`src/rtl/adc_scan_if_pkg.sv`:
```
// Shared types and frame constants for the AD7265-class scanning ADC interface.
// Frame layout: 16 sclk cycles, the first two carry leading zeros.
package adc_scan_if_pkg;

    typedef enum logic [1:0] {
        ST_IDLE,
        ST_QUIET,
        ST_CONV,
        ST_STORE
    } adc_scan_state_t;

    localparam int ADC_FRAME_LEN  = 16;
    localparam int ADC_LEAD_ZEROS = 2;

    // True while frame bit index k carries a data bit rather than a leading zero or tail.
    function automatic logic in_sample_window(input logic [3:0] k, input int dw);
        return (int'(k) >= ADC_LEAD_ZEROS) && (int'(k) < ADC_LEAD_ZEROS + dw);
    endfunction

endpackage

```
`src/rtl/adc_scan_if_if.sv`:
```
// Bundle of scan control, ADC pin and result signals between the scanner and its neighbours.
// slave = the scanner itself, master = the bus/pin side driving it.
interface adc_scan_if_if #(
    parameter int DW = 12
);
    logic          start;
    logic          cont_en;
    logic          rng_sel;
    logic          sgl_sel;
    logic [DW-1:0] thresh;
    logic          douta;
    logic          doutb;

    logic          adc_sclk_en;
    logic [2:0]    adc_addr;
    logic          ncs;
    logic          rng;
    logic          sgl;
    logic          busy;
    logic          res_valid;
    logic [2:0]    res_ch;
    logic [DW-1:0] res_a;
    logic [DW-1:0] res_b;
    logic [DW:0]   res_sum;
    logic          scan_done;
    logic          over_thresh;

    modport slave (
        input  start, cont_en, rng_sel, sgl_sel, thresh, douta, doutb,
        output adc_sclk_en, adc_addr, ncs, rng, sgl, busy,
               res_valid, res_ch, res_a, res_b, res_sum, scan_done, over_thresh
    );

    modport master (
        output start, cont_en, rng_sel, sgl_sel, thresh, douta, doutb,
        input  adc_sclk_en, adc_addr, ncs, rng, sgl, busy,
               res_valid, res_ch, res_a, res_b, res_sum, scan_done, over_thresh
    );
endinterface

```
`src/rtl/adc_scan_if_dual_shift_rx.sv`:
```
// Two MSB-first serial receivers capturing douta/doutb in lockstep while sample_en is high.
module adc_dual_shift_rx #(
    parameter int DW = 12
) (
    input  logic          clock,
    input  logic          clear,
    input  logic          sample_en,
    input  logic          douta,
    input  logic          doutb,
    output logic [DW-1:0] data_a,
    output logic [DW-1:0] data_b
);

    logic [DW-1:0] shift_a_q, shift_a_d;
    logic [DW-1:0] shift_b_q, shift_b_d;

    always_comb begin
        shift_a_d = shift_a_q;
        shift_b_d = shift_b_q;
        if (sample_en) begin
            shift_a_d = {shift_a_q[DW-2:0], douta};
            shift_b_d = {shift_b_q[DW-2:0], doutb};
        end
    end

    always_ff @(posedge clock) begin
        if (clear) begin
            shift_a_q <= '0;
            shift_b_q <= '0;
        end else begin
            shift_a_q <= shift_a_d;
            shift_b_q <= shift_b_d;
        end
    end

    assign data_a = shift_a_q;
    assign data_b = shift_b_q;

endmodule

```
`src/rtl/adc_scan_if.sv`:
```
// Scanning, averaging front end for an AD7265-class dual simultaneous-sampling ADC.
// Optional over-threshold flag is built when ADC_SCAN_THRESH_EN is defined.
module adc_scan_if
    import adc_scan_if_pkg::*;
#(
    parameter int NCH      = 6,
    parameter int DW       = 12,
    parameter int AVG_LOG2 = 0,
    parameter int QUIET    = 2
) (
    input  logic          clock,
    input  logic          reset,
    input  logic          soft_reset,
    adc_scan_if_if.slave  bus
);

    localparam int         AW         = DW + AVG_LOG2;
    localparam logic [3:0] AVG_LAST   = 4'((1 << AVG_LOG2) - 1);
    localparam logic [2:0] CH_LAST    = 3'(NCH - 1);
    localparam logic [7:0] QUIET_LAST = 8'(QUIET - 1);
    localparam logic [7:0] K_LAST     = 8'(ADC_FRAME_LEN - 1);

    logic rst;
    assign rst = reset | soft_reset;

    adc_scan_state_t state_q, state_d;
    logic [7:0]      timer_q, timer_d;
    logic [2:0]      ch_q, ch_d;
    logic [3:0]      avg_q, avg_d;
    logic [AW-1:0]   acc_a_q, acc_a_d;
    logic [AW-1:0]   acc_b_q, acc_b_d;
    logic            rng_q, rng_d;
    logic            sgl_q, sgl_d;
    logic            res_valid_q, res_valid_d;
    logic            scan_done_q, scan_done_d;
    logic [2:0]      res_ch_q, res_ch_d;
    logic [DW-1:0]   res_a_q, res_a_d;
    logic [DW-1:0]   res_b_q, res_b_d;
    logic [DW:0]     res_sum_q, res_sum_d;

    logic            store_result;
    logic            chan_last;
    logic            scan_begin;
    logic            sample_en;
    logic [DW-1:0]   sample_a, sample_b;
    logic [AW-1:0]   sum_a, sum_b;
    logic [DW-1:0]   avg_a, avg_b;

    adc_dual_shift_rx #(.DW(DW)) u_rx (
        .clock     (clock),
        .clear     (rst),
        .sample_en (sample_en),
        .douta     (bus.douta),
        .doutb     (bus.doutb),
        .data_a    (sample_a),
        .data_b    (sample_b)
    );

    assign store_result = (avg_q == AVG_LAST);
    assign chan_last    = (ch_q == CH_LAST);
    // A scan begins either from an idle start or as the automatic restart after the last result.
    assign scan_begin   = ((state_q == ST_IDLE) && bus.start) ||
                          ((state_q == ST_STORE) && store_result && chan_last && bus.cont_en);

    assign sum_a = acc_a_q + AW'(sample_a);
    assign sum_b = acc_b_q + AW'(sample_b);
    assign avg_a = sum_a[AVG_LOG2 +: DW];
    assign avg_b = sum_b[AVG_LOG2 +: DW];

    always_comb begin
        state_d = state_q;
        case (state_q)
            ST_IDLE:  if (bus.start) state_d = ST_QUIET;
            ST_QUIET: if (timer_q == QUIET_LAST) state_d = ST_CONV;
            ST_CONV:  if (timer_q == K_LAST) state_d = ST_STORE;
            ST_STORE: begin
                if (store_result && chan_last && !bus.cont_en) state_d = ST_IDLE;
                else                                           state_d = ST_QUIET;
            end
            default:  state_d = ST_IDLE;
        endcase
    end

    always_comb begin
        timer_d     = timer_q;
        ch_d        = ch_q;
        avg_d       = avg_q;
        acc_a_d     = acc_a_q;
        acc_b_d     = acc_b_q;
        rng_d       = rng_q;
        sgl_d       = sgl_q;
        res_valid_d = 1'b0;
        scan_done_d = 1'b0;
        res_ch_d    = res_ch_q;
        res_a_d     = res_a_q;
        res_b_d     = res_b_q;
        res_sum_d   = res_sum_q;
        case (state_q)
            ST_QUIET: timer_d = (timer_q == QUIET_LAST) ? 8'd0 : timer_q + 8'd1;
            ST_CONV:  timer_d = (timer_q == K_LAST) ? 8'd0 : timer_q + 8'd1;
            ST_STORE: begin
                timer_d = 8'd0;
                if (!store_result) begin
                    avg_d   = avg_q + 4'd1;
                    acc_a_d = sum_a;
                    acc_b_d = sum_b;
                end else begin
                    avg_d       = 4'd0;
                    acc_a_d     = '0;
                    acc_b_d     = '0;
                    res_valid_d = 1'b1;
                    res_ch_d    = ch_q;
                    res_a_d     = avg_a;
                    res_b_d     = avg_b;
                    res_sum_d   = {1'b0, avg_a} + {1'b0, avg_b};
                    if (chan_last) begin
                        scan_done_d = 1'b1;
                        ch_d        = 3'd0;
                    end else begin
                        ch_d = ch_q + 3'd1;
                    end
                end
            end
            default: ;
        endcase
        if (scan_begin) begin
            timer_d = 8'd0;
            ch_d    = 3'd0;
            avg_d   = 4'd0;
            acc_a_d = '0;
            acc_b_d = '0;
            rng_d   = bus.rng_sel;
            sgl_d   = bus.sgl_sel;
        end
    end

    always_comb begin
        bus.ncs         = 1'b1;
        bus.adc_sclk_en = 1'b0;
        sample_en       = 1'b0;
        if (state_q == ST_CONV) begin
            bus.ncs         = 1'b0;
            bus.adc_sclk_en = 1'b1;
            sample_en       = in_sample_window(timer_q[3:0], DW);
        end
    end

    always_ff @(posedge clock) begin
        if (rst) begin
            state_q     <= ST_IDLE;
            timer_q     <= '0;
            ch_q        <= '0;
            avg_q       <= '0;
            acc_a_q     <= '0;
            acc_b_q     <= '0;
            rng_q       <= 1'b0;
            sgl_q       <= 1'b0;
            res_valid_q <= 1'b0;
            scan_done_q <= 1'b0;
            res_ch_q    <= '0;
            res_a_q     <= '0;
            res_b_q     <= '0;
            res_sum_q   <= '0;
        end else begin
            state_q     <= state_d;
            timer_q     <= timer_d;
            ch_q        <= ch_d;
            avg_q       <= avg_d;
            acc_a_q     <= acc_a_d;
            acc_b_q     <= acc_b_d;
            rng_q       <= rng_d;
            sgl_q       <= sgl_d;
            res_valid_q <= res_valid_d;
            scan_done_q <= scan_done_d;
            res_ch_q    <= res_ch_d;
            res_a_q     <= res_a_d;
            res_b_q     <= res_b_d;
            res_sum_q   <= res_sum_d;
        end
    end

`ifdef ADC_SCAN_THRESH_EN
    logic over_q, over_d;
    logic over_hit;

    // A restart clears the flag but the result produced in that same cycle still counts.
    always_comb begin
        over_hit = (state_q == ST_STORE) && store_result &&
                   ((avg_a > bus.thresh) || (avg_b > bus.thresh));
        over_d   = (scan_begin ? 1'b0 : over_q) | over_hit;
    end

    always_ff @(posedge clock) begin
        if (rst) over_q <= 1'b0;
        else     over_q <= over_d;
    end

    assign bus.over_thresh = over_q;
`else
    logic thresh_unused;
    assign thresh_unused   = ^bus.thresh;
    assign bus.over_thresh = 1'b0;
`endif

    assign bus.adc_addr  = ch_q;
    assign bus.rng       = rng_q;
    assign bus.sgl       = sgl_q;
    assign bus.busy      = (state_q != ST_IDLE);
    assign bus.res_valid = res_valid_q;
    assign bus.res_ch    = res_ch_q;
    assign bus.res_a     = res_a_q;
    assign bus.res_b     = res_b_q;
    assign bus.res_sum   = res_sum_q;
    assign bus.scan_done = scan_done_q;

endmodule

```
`src/flat_wrapper.sv`:
```
// flat-port wrapper written by rule: the top's interface ports become plain ports
module adc_scan_if_flat import adc_scan_if_pkg::*;
#(
    parameter int NCH      = 6,
    parameter int DW       = 12,
    parameter int AVG_LOG2 = 0,
    parameter int QUIET    = 2
)
  (clock, reset, soft_reset, bus_start, bus_cont_en, bus_rng_sel, bus_sgl_sel, bus_thresh, bus_douta, bus_doutb, bus_adc_sclk_en, bus_adc_addr, bus_ncs, bus_rng, bus_sgl, bus_busy, bus_res_valid, bus_res_ch, bus_res_a, bus_res_b, bus_res_sum, bus_scan_done, bus_over_thresh);
  adc_scan_if_if #(.DW(DW)) bus_i ();
  input  logic clock;
  input  logic reset;
  input  logic soft_reset;
  input wire logic [$bits(bus_i.start)-1:0] bus_start;
  input wire logic [$bits(bus_i.cont_en)-1:0] bus_cont_en;
  input wire logic [$bits(bus_i.rng_sel)-1:0] bus_rng_sel;
  input wire logic [$bits(bus_i.sgl_sel)-1:0] bus_sgl_sel;
  input wire logic [$bits(bus_i.thresh)-1:0] bus_thresh;
  input wire logic [$bits(bus_i.douta)-1:0] bus_douta;
  input wire logic [$bits(bus_i.doutb)-1:0] bus_doutb;
  output wire logic [$bits(bus_i.adc_sclk_en)-1:0] bus_adc_sclk_en;
  output wire logic [$bits(bus_i.adc_addr)-1:0] bus_adc_addr;
  output wire logic [$bits(bus_i.ncs)-1:0] bus_ncs;
  output wire logic [$bits(bus_i.rng)-1:0] bus_rng;
  output wire logic [$bits(bus_i.sgl)-1:0] bus_sgl;
  output wire logic [$bits(bus_i.busy)-1:0] bus_busy;
  output wire logic [$bits(bus_i.res_valid)-1:0] bus_res_valid;
  output wire logic [$bits(bus_i.res_ch)-1:0] bus_res_ch;
  output wire logic [$bits(bus_i.res_a)-1:0] bus_res_a;
  output wire logic [$bits(bus_i.res_b)-1:0] bus_res_b;
  output wire logic [$bits(bus_i.res_sum)-1:0] bus_res_sum;
  output wire logic [$bits(bus_i.scan_done)-1:0] bus_scan_done;
  output wire logic [$bits(bus_i.over_thresh)-1:0] bus_over_thresh;
  assign bus_i.start = bus_start;
  assign bus_i.cont_en = bus_cont_en;
  assign bus_i.rng_sel = bus_rng_sel;
  assign bus_i.sgl_sel = bus_sgl_sel;
  assign bus_i.thresh = bus_thresh;
  assign bus_i.douta = bus_douta;
  assign bus_i.doutb = bus_doutb;
  assign bus_adc_sclk_en = bus_i.adc_sclk_en;
  assign bus_adc_addr = bus_i.adc_addr;
  assign bus_ncs = bus_i.ncs;
  assign bus_rng = bus_i.rng;
  assign bus_sgl = bus_i.sgl;
  assign bus_busy = bus_i.busy;
  assign bus_res_valid = bus_i.res_valid;
  assign bus_res_ch = bus_i.res_ch;
  assign bus_res_a = bus_i.res_a;
  assign bus_res_b = bus_i.res_b;
  assign bus_res_sum = bus_i.res_sum;
  assign bus_scan_done = bus_i.scan_done;
  assign bus_over_thresh = bus_i.over_thresh;
  adc_scan_if #(.NCH(NCH), .DW(DW), .AVG_LOG2(AVG_LOG2), .QUIET(QUIET)) u_core (.clock(clock), .reset(reset), .soft_reset(soft_reset), .bus(bus_i));
endmodule
```
`config.mk`:
```
export PLATFORM = sky130hd
export DESIGN_NAME = adc_scan_if_flat
export DESIGN_NICKNAME = d
export VERILOG_FILES = /design/src/rtl/adc_scan_if_pkg.sv /design/src/rtl/adc_scan_if_if.sv /design/src/rtl/adc_scan_if_dual_shift_rx.sv /design/src/rtl/adc_scan_if.sv /design/src/flat_wrapper.sv
export SDC_FILE = /design/constraint.sdc
export NUM_CORES = 1
export LEC_CHECK = 0
export BUFFER_PORTS_ARGS = -buffer_cell sky130_fd_sc_hd__buf_2
export CAP_MARGIN = 20
export CORE_MARGIN = 1.5
export CORE_UTILIZATION = 40
export CTS_BUF_LIST = sky130_fd_sc_hd__clkbuf_2 sky130_fd_sc_hd__clkbuf_4 sky130_fd_sc_hd__clkbuf_8
export DETAILED_ROUTE_END_ITERATION = 6
export SYNTH_ARGS = -nofsm -noshare
export SYNTH_HDL_FRONTEND = slang
export SYNTH_SLANG_ARGS = --single-unit
```
`constraint.sdc`:
```
create_clock -name clock -period 7.3 [get_ports clock]
set_input_delay 1.46 -clock clock [delete_from_list [all_inputs] [get_ports clock]]
set_output_delay 1.46 -clock clock [all_outputs]
set_load 0.01 [all_outputs]
```
Word level (Yosys, flattened, before mapping) --
Index checks and enable logic that the tools add are counted.
Cells by class: equality and inequality tests 9, multiplexer cells 17, $add $sub $neg 6, order comparisons 2, reductions and logical operators 18, bitwise operators 3
Operators with widths (number):
- $add A12 B12 Y12 | 2
- $mux W12 | 2
- $pmux W8 S3 | 1
- $mux W8 | 2
- $add A12 B12 Y13 | 1
- $add A8 B1 Y8 const B | 1
- $eq A8 B1 Y1 const B | 1
- $eq A8 B4 Y1 const B | 1
- $pmux W2 S4 | 1
- $logic_and A1 B1 Y1 | 7
- $mux W1 | 6
- $mux W2 | 3
- $add A4 B1 Y4 const B | 1
- $eq A2 B2 Y1 const B | 2
- $ge A4 B2 Y1 const B | 1
- $logic_not A4 Y1 | 1
- $lt A4 B4 Y1 const B | 1
- $mux W4 | 1
- $ne A2 B1 Y1 const B | 2
- $reduce_or A2 Y1 | 2
- $add A3 B1 Y3 const B | 1
- $eq A3 B3 Y1 const B | 1
- $mux W3 | 1
- $reduce_and A3 Y1 | 1
- other kinds (11) | 12
Word-level totals: output and inout bits 51, register bits 109, bits of input ports 21

Longest topological paths before layout --
Gate-level depths: netlist of the first run.
depth after elaboration 6, mapped depth 14

Cells and area by module --
From an unflattened synthesis of the first run, not the netlist that was laid out.
Unflattened totals: cell total of the unflattened synthesis 628, area, all modules 5524.0 um^2
Modules (own cells, without submodules):
- adc_scan_if | seq. area each 1701.6 um^2, area an instance 4654.5 um^2, times used 1, cells an instance 551
- adc_dual_shift_rx | seq. area each 480.5 um^2, area an instance 869.6 um^2, times used 1, cells an instance 77

Least setup slack after synthesis of the first run --
No wires, ideal clock.
path kind register to register, start register u_core.u_rx.shift_a_q[0], in the netlist u_core.u_rx.data_a[0], end register u_core.res_sum_q[11], in the netlist u_core.bus.res_sum[11], stages on the path, launching flop included 13, slack 4.291 ns, library setup time 0.123 ns, clock period less this slack 3.009 ns, arrival time 2.886 ns, path through dfxtp_1 -> ha_1 -> fa_1 -> a21oi_1 -> nor2_1 -> a211oi_1 -> nor2_1 -> xnor2_1 -> ha_1 -> a21o_1 -> a2111oi_1 -> or3_1 -> nand3_1
Between the ends: word-level cells in the longest chain between the ends 2
Ends and longest elaborated chain:
- start: declaration | RTL line adc_scan_if_dual_shift_rx.sv:14 | logic [DW-1:0] shift_a_q, shift_a_d;
- start signal: assignment | RTL line adc_scan_if_dual_shift_rx.sv:31 | shift_a_q <= shift_a_d;
- $add A12 B12 Y12 | RTL line adc_scan_if.sv:65 | assign sum_a = acc_a_q + AW'(sample_a);
- named net u_core.avg_a[8] | RTL line adc_scan_if.sv:47 | logic [DW-1:0] avg_a, avg_b;
- $add A12 B12 Y13 | RTL line adc_scan_if.sv:115 | res_sum_d = {1'b0, avg_a} + {1'b0, avg_b};
- end signal: assignment | RTL line adc_scan_if.sv:178 | res_sum_q <= res_sum_d;
- end: declaration | RTL line adc_scan_if.sv:39 | logic [DW:0] res_sum_q, res_sum_d;
The timed path passes the listed nets, and every way through them passes these cells. A chain may end at the register's enable or synchronous reset.

Worst setup path in the final report of the first run --
start register u_core.u_rx.shift_b_q[0], in the netlist u_core.u_rx.data_b[0], end register u_core.res_sum_q[11], in the netlist u_core.bus.res_sum[11]
Between the ends: word-level cells in the longest chain between the ends 2
Ends and longest elaborated chain:
- start: declaration | RTL line adc_scan_if_dual_shift_rx.sv:15 | logic [DW-1:0] shift_b_q, shift_b_d;
- start signal: assignment | RTL line adc_scan_if_dual_shift_rx.sv:32 | shift_b_q <= shift_b_d;
- $add A12 B12 Y12 | RTL line adc_scan_if.sv:66 | assign sum_b = acc_b_q + AW'(sample_b);
- named net u_core.avg_b[4] | RTL line adc_scan_if.sv:47
- $add A12 B12 Y13 | RTL line adc_scan_if.sv:115
The timed path passes the listed nets, and every way through them passes these cells.

==> metrics.yaml, run 1 <==
floorplan.initialDensity: 0.4067
hold_path.class: "reg2reg"
worstSetupEndpointType: "register"
status: "finished clean"
yosys.cell_count.top_type: "sky130_fd_sc_hd__dfxtp_1"
nNetsFinal: 768
synth_top_area_share: 0.3881
wl_per_cell_um: 15.12
max_fo_critical_path: 3
timing.clock.skew_ns: 0.01627
syn_avg_cell_area_um2: 8.532
min_period_over_period: 0.5003
reg2reg_to: "u_core.bus.res_sum[11]$_SDFFE_PP0P_"
crit_path_required_time_ns: 7.63
clkTransAtPathRegs_ns: 0.10
p_per_area_mw_per_mm2: 166.4
dieWidth_um: 121.6
max_cap_violations: 0
hold_violations: 0
fin_worst_hold_slack_ns: 0.4567
synth-warning-count: 0
post-route-util: 0.4541
cp_slowest_cell: "sky130_fd_sc_hd__a2111oi_1"
post_synthesis_cell_count: 659
antenna_found_initial: 0
detailedRoute.firstIterationViolations: 213
report.power.total_mw: 1.045
max-vdd-ir-drop_uv: 75.36
ys_seq_area_frac: 0.3881
drt_pass1_iterations: 4
routabilityCongestion: 0.7909
dominant_cells_by_area_after_synthesis: "sky130_fd_sc_hd__dfxtp_1 (39%), sky130_fd_sc_hd__ha_1 (9.3%), sky130_fd_sc_hd__nor2_1 (6.5%), sky130_fd_sc_hd__a21oi_1 (5.7%), sky130_fd_sc_hd__mux2i_1 (5.2%)"
maxSlewHeadroom: 0.2990
hpwlAfterDp_um: 9369
hold_end: "u_core.bus.res_a[0]$_SDFFE_PP0P_"
worst_hold_startpoint: "u_core.bus.res_a[0]$_SDFFE_PP0P_"
globalRouteTotalUtil: 0.1884
route.detailed.drc: 0
detail_route.wirelength_um: 13390
critical_path.cell_chain: "ha_1, fa_1, a21oi_1, nor2b_1, nor2_1, xnor2_1, ha_1, a21oi_1, o21ai_0, o21ai_1, a21oi_1, a2111oi_1, o2111ai_1, nand3_1"
post_cts_resized: 0
worst-r2r-setup-slack_ns: 3.65
grt_start_max_net_pins: 70
first_global_vias: 4457
clockBufferDepth: 2
grt_pass1_wl_um: 21890
yosysUniqueCellTypes: 60
p_leak_nw: 2.771
count_of_state_elements_after_synthesis: 109
die_area_mm2: 0.01478
die_y_um: 121.6
cpPeakStageDelay_ns: 0.59
syn_to_final_growth_pct: 11.66
antenna_cells_inserted: 0
worst-setup-path-type: "reg2reg"
h-tree-depth: 3
maximum_clock_rate_ghz: 0.2738
ant_nets: 0
critical_path.most_common_cell: "sky130_fd_sc_hd__a21oi_1"
finalMaxSlewViolations: 0
mappedNetlistArea_mm2: 0.005623
crit_path_start_kind: "register"
synth-async-reset-ratio: 0
clkLatencyLatePin_ns: 0.39
rr_startpoint: "u_core.u_rx.data_b[0]$_SDFFE_PP0P_"
finalWorstPathRequiredPeriod_ns: 3.652
crit_arrival_ns: 3.98
post_synthesis_net_count: 725
coreArea_mm2: 0.01383
cts_num_sinks: 109
core.rowCount: 43
post_synth_most_frequent_cells: "sky130_fd_sc_hd__dfxtp_1 (109), sky130_fd_sc_hd__nor2_1 (98), sky130_fd_sc_hd__nand2_1 (69)"
via_density_per_instance: 5.396
numPortBuffers: 58
post-synth-top-area-cell: "sky130_fd_sc_hd__dfxtp_1"
tritoncts_clock_tree: "built"
worst_hold_path.num_cells: 2
reg2reg_depth: 14
synth_ff_type: "sky130_fd_sc_hd__dfxtp_1"
totalNegativeSetupSlack_ns: 0
nFillCells: 1382
numCtsBuffers: 9
transition_at_the_pin_with_the_smallest_max_transition_slack_ns: 1.050
clock_tree.root_cell: "sky130_fd_sc_hd__clkbuf_8"
grt_setup_unrepaired: "no"
cts_hold_repair.buffers: 0
number_of_synthesized_flops_with_an_enable_pin: 0
grt_overflow: 0
report.final.setup_viol: 0
layout-drive-gt1-share: 0.1261
boundary_pin_count: 72
cts_setup_buffers: 0
vias: 4781
-- power by group --
| group | total (mW) | switching [mW] | internal (mW) | leakage (nW) |
|---|---|---|---|---|
| clock network | 0.420 | 0.217 | 0.203 | 0.113 |
| logic | 0.0283 | 0.0200 | 0.00826 | 1.78 |
| registers | 0.597 | 0.00110 | 0.595 | 0.878 |
-- flip-flops by register name (all words and copies together), names as in the netlist --
register,count
u_core.bus.res_ch,3
u_core.avg_q,4
u_core.bus.res_sum,13
u_core.state_q,2
u_core.bus.res_a,12
u_core.bus.res_valid,1
u_core.bus.res_b,12
u_core.u_rx.data_b,12
u_core.timer_q,8
u_core.acc_a_q,12
u_core.bus.rng,1
u_core.bus.sgl,1
u_core.bus.scan_done,1
u_core.u_rx.data_a,12
u_core.acc_b_q,12
u_core.bus.adc_addr,3
-- stage by stage --
| stage | setup WS, ns | instance area, um^2 | std cells |
|---|---|---|---|
| after floorplan | 4.291 | 5623 | 659 |
| after global placement | 3.762 | 6058 | 871 |
| after detailed placement | 3.731 | 6058 | 871 |
| after CTS | 3.682 | 6279 | 886 |
| after global routing | 3.429 | 6279 | 886 |
| final | 3.648 | 6279 | 886 |
-- cell type report --
cell class | count | area, um^2 | area share
multi-input combinational | 494 | 3233 | 0.5149
inverter | 26 | 97.59 | 0.01554
clock buffer | 10 | 137.6 | 0.02192
clock inverter | 5 | 82.58 | 0.01315
tap | 180 | 225.2 | 0.03587
sequential | 109 | 2182 | 0.3475
timing repair buffer | 62 | 320.3 | 0.05102
-- layer usage --
layer / up-vias / track usage / wire length, um
li1: 2387 / - / -
met1: 2267 / 0.2469 / 6261
met2: 104 / 0.3037 / 6255
met3: 23 / 0.02434 / 472
met4: 0 / 0.09853 / 405
met5: - / 0 / 0
-- layout by cell type, fill, tap and decap left out, types with 3 or more instances in the layout --
cell,count
sky130_fd_sc_hd__xnor2_1,19
sky130_fd_sc_hd__nor2_1,96
sky130_fd_sc_hd__xor2_1,12
sky130_fd_sc_hd__nor2b_1,6
sky130_fd_sc_hd__a22oi_1,18
sky130_fd_sc_hd__and3_1,6
sky130_fd_sc_hd__ha_1,42
sky130_fd_sc_hd__nor4_1,4
sky130_fd_sc_hd__a21oi_1,64
sky130_fd_sc_hd__dfxtp_1,109
sky130_fd_sc_hd__o21ai_0,10
sky130_fd_sc_hd__and2_1,3
sky130_fd_sc_hd__buf_4,4
sky130_fd_sc_hd__nor3_1,21
sky130_fd_sc_hd__nand4_1,4
sky130_fd_sc_hd__or3_1,6
sky130_fd_sc_hd__nand2_1,69
sky130_fd_sc_hd__clkbuf_8,10
sky130_fd_sc_hd__mux2i_1,29
sky130_fd_sc_hd__a21o_1,9
sky130_fd_sc_hd__o221ai_1,3
sky130_fd_sc_hd__fa_1,3
sky130_fd_sc_hd__inv_1,26
sky130_fd_sc_hd__o21a_1,3
sky130_fd_sc_hd__a211oi_1,6
sky130_fd_sc_hd__nand3_1,13
sky130_fd_sc_hd__buf_2,58
sky130_fd_sc_hd__o2111ai_1,3
sky130_fd_sc_hd__o31ai_1,4
-- critical path, delay by kind of cell, from the launching register on --
family	cells	cell delay, ns
flops	1	0.35
xor+xnor	1	0.26
compound gates	7	1.64
simple gates	3	0.34
fa+ha+maj	3	0.99
-- how the worst max path moves through the flow --
stage,depth (start not counted),endpoint,startpoint,slack [ns]
2_1_floorplan,12,u_core.bus.res_sum[11]$_SDFFE_PP0P_,u_core.u_rx.data_a[0]$_SDFFE_PP0P_,4.29
3_3_place_gp,14,u_core.bus.res_sum[11]$_SDFFE_PP0P_,u_core.u_rx.data_b[0]$_SDFFE_PP0P_,3.76
3_5_place_dp,14,u_core.bus.res_sum[11]$_SDFFE_PP0P_,u_core.u_rx.data_b[0]$_SDFFE_PP0P_,3.73
4_1_cts,14,u_core.bus.res_sum[11]$_SDFFE_PP0P_,u_core.u_rx.data_b[0]$_SDFFE_PP0P_,3.68
5_1_grt,12,u_core.bus.res_sum[12]$_SDFFE_PP0P_,u_core.u_rx.data_b[0]$_SDFFE_PP0P_,3.43
6_report,14,u_core.bus.res_sum[11]$_SDFFE_PP0P_,u_core.u_rx.data_b[0]$_SDFFE_PP0P_,3.65
-- cell families (layout without fill, tap and decap cells) --
| logic type | after synthesis | in the layout | synth area share |
|---|---|---|---|
| AOI/OAI and AO/OA | 139 | 139 | 0.1589 |
| adders and majority gates | 45 | 45 | 0.1041 |
| xor gates and xnor gates | 35 | 35 | 0.06208 |
| muxes | 29 | 29 | 0.05162 |
| other | 1 | 1 | 0.0006669 |
| and+or+nand+nor | 245 | 245 | 0.1958 |
| buffers and inverters | 56 | 103 | 0.03872 |
| DFF | 109 | 109 | 0.3881 |
(Power assumes the default switching activity.)
==> inputs of run 2 (changes only) <==
==> constraint.sdc (replaced) <==
create_clock -name clock -period 3.1 [get_ports clock]
set_input_delay 0.62 -clock clock [delete_from_list [all_inputs] [get_ports clock]]
set_output_delay 0.62 -clock clock [all_outputs]
set_load 0.01 [all_outputs]
==> run 2 against run 1 <==
  * Sequential cell count stayed put
  * Register-to-register slack got worse by 3.6 ns
  * Clock power grew 110%
  * Final cell count up 9.7%
  * Sequential power up 130%
  * Global-route usage increased by 1.3 points
  * Combinational power grew to 2.5 times the previous value
  * Setup slack worse by 3.6 ns
  * Via count grew 6.4%
  * Utilization is 6.8 points higher
  * Power increased by 120%
  * Maximum frequency rose by 20%
  * Critical path type unchanged
==> metrics.yaml, run 2 (synthesized netlist as in run 1, its figures left out) <==
max-vdd-ir-drop_uv: 180.2
grt_start_max_net_pins: 44
crit_path_required_time_ns: 3.39
tritoncts_clock_tree: "built"
crit_arrival_ns: 3.34
fin_worst_hold_slack_ns: 0.4559
h-tree-depth: 3
report.final.setup_viol: 0
hpwlAfterDp_um: 10330
cts_num_sinks: 109
grt_setup_unrepaired: "yes"
numCtsBuffers: 9
clkTransAtPathRegs_ns: 0.11
syn_to_final_growth_pct: 28.30
totalNegativeSetupSlack_ns: 0
clkLatencyLatePin_ns: 0.40
timing.clock.skew_ns: 0.02197
min_period_over_period: 0.9837
boundary_pin_count: 72
grt_overflow: 0
transition_at_the_pin_with_the_smallest_max_transition_slack_ns: 0.6290
p_per_area_mw_per_mm2: 324.4
detailedRoute.firstIterationViolations: 322
max_fo_critical_path: 3
grt_pass1_wl_um: 23160
stdcell_area_mm2: 0.007214
clock_tree.root_cell: "sky130_fd_sc_hd__clkbuf_8"
worstSetupEndpointType: "register"
reg2reg_depth: 15
postPlaceCellArea_mm2: 0.006574
worst_hold_startpoint: "u_core.bus.res_sum[7]$_SDFFE_PP0P_"
maximum_clock_rate_ghz: 0.3279
worst-setup-path-type: "reg2reg"
antenna_found_initial: 0
finalMaxSlewViolations: 0
max_cap_violations: 0
dieWidth_um: 121.6
drt_pass1_iterations: 4
vias: 5089
largest_register_ffs: 13
coreArea_mm2: 0.01383
layout.cells.most_common: "sky130_fd_sc_hd__dfxtp_1"
clockBufferDepth: 2
route.detailed.drc: 0
report.power.total_mw: 2.340
global_route.usage.met3: 0.03137
status: "finished clean"
nNetsFinal: 853
final_critical_path_setup_slack_ns: 0.05052
gr-usage-met1: 0.2558
grt_use_met2: 0.3365
grt_most_used_layer: "met2"
hold_path.class: "reg2reg"
layout-drive-gt1-share: 0.2942
worst-r2r-setup-slack_ns: 0.05
routabilityCongestion: 0.8615
crit_path_start_kind: "register"
detail_route.wirelength_um: 15010
ant_nets: 0
core.rowCount: 43
via_density_per_instance: 5.236
finalWorstPathRequiredPeriod_ns: 3.049
worst_hold_path.num_cells: 2
pre_cts_ws_ns: -0.2143
worstSetupStartpoint: "u_core.u_rx.data_b[1]$_SDFFE_PP0P_"
nFillCells: 1295
rr_startpoint: "u_core.u_rx.data_b[1]$_SDFFE_PP0P_"
floorplan.initialDensity: 0.4067
p_leak_nw: 3.266
cts_hold_repair.buffers: 0
wl_per_cell_um: 15.44
die_area_mm2: 0.01478
maxSlewHeadroom: 0.5807
globalRouteTotalUtil: 0.2015
highest_count_cells_in_the_layout_ignoring_fill_and_taps: "sky130_fd_sc_hd__dfxtp_1 (97), sky130_fd_sc_hd__nor2_1 (96), sky130_fd_sc_hd__buf_4 (88), sky130_fd_sc_hd__nand2_1 (69), sky130_fd_sc_hd__buf_2 (58)"
antenna_cells_inserted: 0
die_y_um: 121.6
first_global_vias: 4763
numPortBuffers: 58
hold_violations: 0
[run 2: changes by cell type in the layout (fill, tap and decap cells not counted), moves of 9 or more]
cell	previous run	this run
sky130_fd_sc_hd__dfxtp_1	109	97
sky130_fd_sc_hd__dfxtp_2	0	11
sky130_fd_sc_hd__ha_1	42	32
sky130_fd_sc_hd__a21oi_2	1	12
sky130_fd_sc_hd__buf_4	4	88
sky130_fd_sc_hd__a21oi_1	64	53
sky130_fd_sc_hd__ha_4	0	9
[run 2: cell type report]
type | instances | area, um^2 | area share
repair buffers | 147 | 962.2 | 0.1334
multi-input cells | 494 | 3537 | 0.4903
clock buffers | 11 | 151.4 | 0.02099
clock inverters | 5 | 41.29 | 0.005723
flip-flops and latches | 109 | 2200 | 0.3049
well taps | 180 | 225.2 | 0.03122
inverters | 26 | 97.59 | 0.01353
[run 2: metrics by stage]
stage	cells	utilization
6_report	972	0.5218
5_1_grt	972	0.5218
4_1_cts	964	0.5024
3_5_place_dp	940	0.4754
3_3_place_gp	940	0.4754
2_1_floorplan	659	-
[run 2: repair_timing]
action	4_1_cts	5_1_grt
gates resized for setup	29	41
pin swaps	15	16
buffers inserted	8	8
setup endpoints to repair	5	7
[run 2: path summary, 6_finish.rpt]
check,end
setup / recovery,u_core.bus.res_sum[10]$_SDFFE_PP0P_
hold / removal,u_core.bus.res_sum[7]$_SDFFE_PP0P_
setup reg to reg,u_core.bus.res_sum[10]$_SDFFE_PP0P_
hold reg to reg,u_core.bus.res_sum[7]$_SDFFE_PP0P_
[run 2: critical path: stages, from the launching register on]
cell and delay (ns):
sky130_fd_sc_hd__dfxtp_4 0.37, sky130_fd_sc_hd__ha_4 0.22, sky130_fd_sc_hd__a21o_1 0.18, sky130_fd_sc_hd__a221o_1 0.38
sky130_fd_sc_hd__a21o_1 0.21, sky130_fd_sc_hd__a21oi_2 0.16, sky130_fd_sc_hd__xnor2_2 0.14, sky130_fd_sc_hd__ha_4 0.31
sky130_fd_sc_hd__nor2_2 0.03, sky130_fd_sc_hd__nor2_1 0.09, sky130_fd_sc_hd__inv_1 0.06, sky130_fd_sc_hd__a31o_4 0.22
sky130_fd_sc_hd__o31ai_4 0.22, sky130_fd_sc_hd__buf_4 0.17, sky130_fd_sc_hd__xnor2_2 0.11, sky130_fd_sc_hd__a21oi_1 0.08
[run 2: power breakdown]
group	switching, mW	internal (mW)
Sequential	0.00268	1.40
Clock	0.521	0.344
Combinational	0.0494	0.0221
Total	0.573	1.77
[run 2: metal layers]
layer | vias to the layer above | wire (um)
met5 | - | 0
met4 | 0 | 348
met3 | 22 | 477
met2 | 101 | 7175
met1 | 2429 | 7005
li1 | 2537 | -
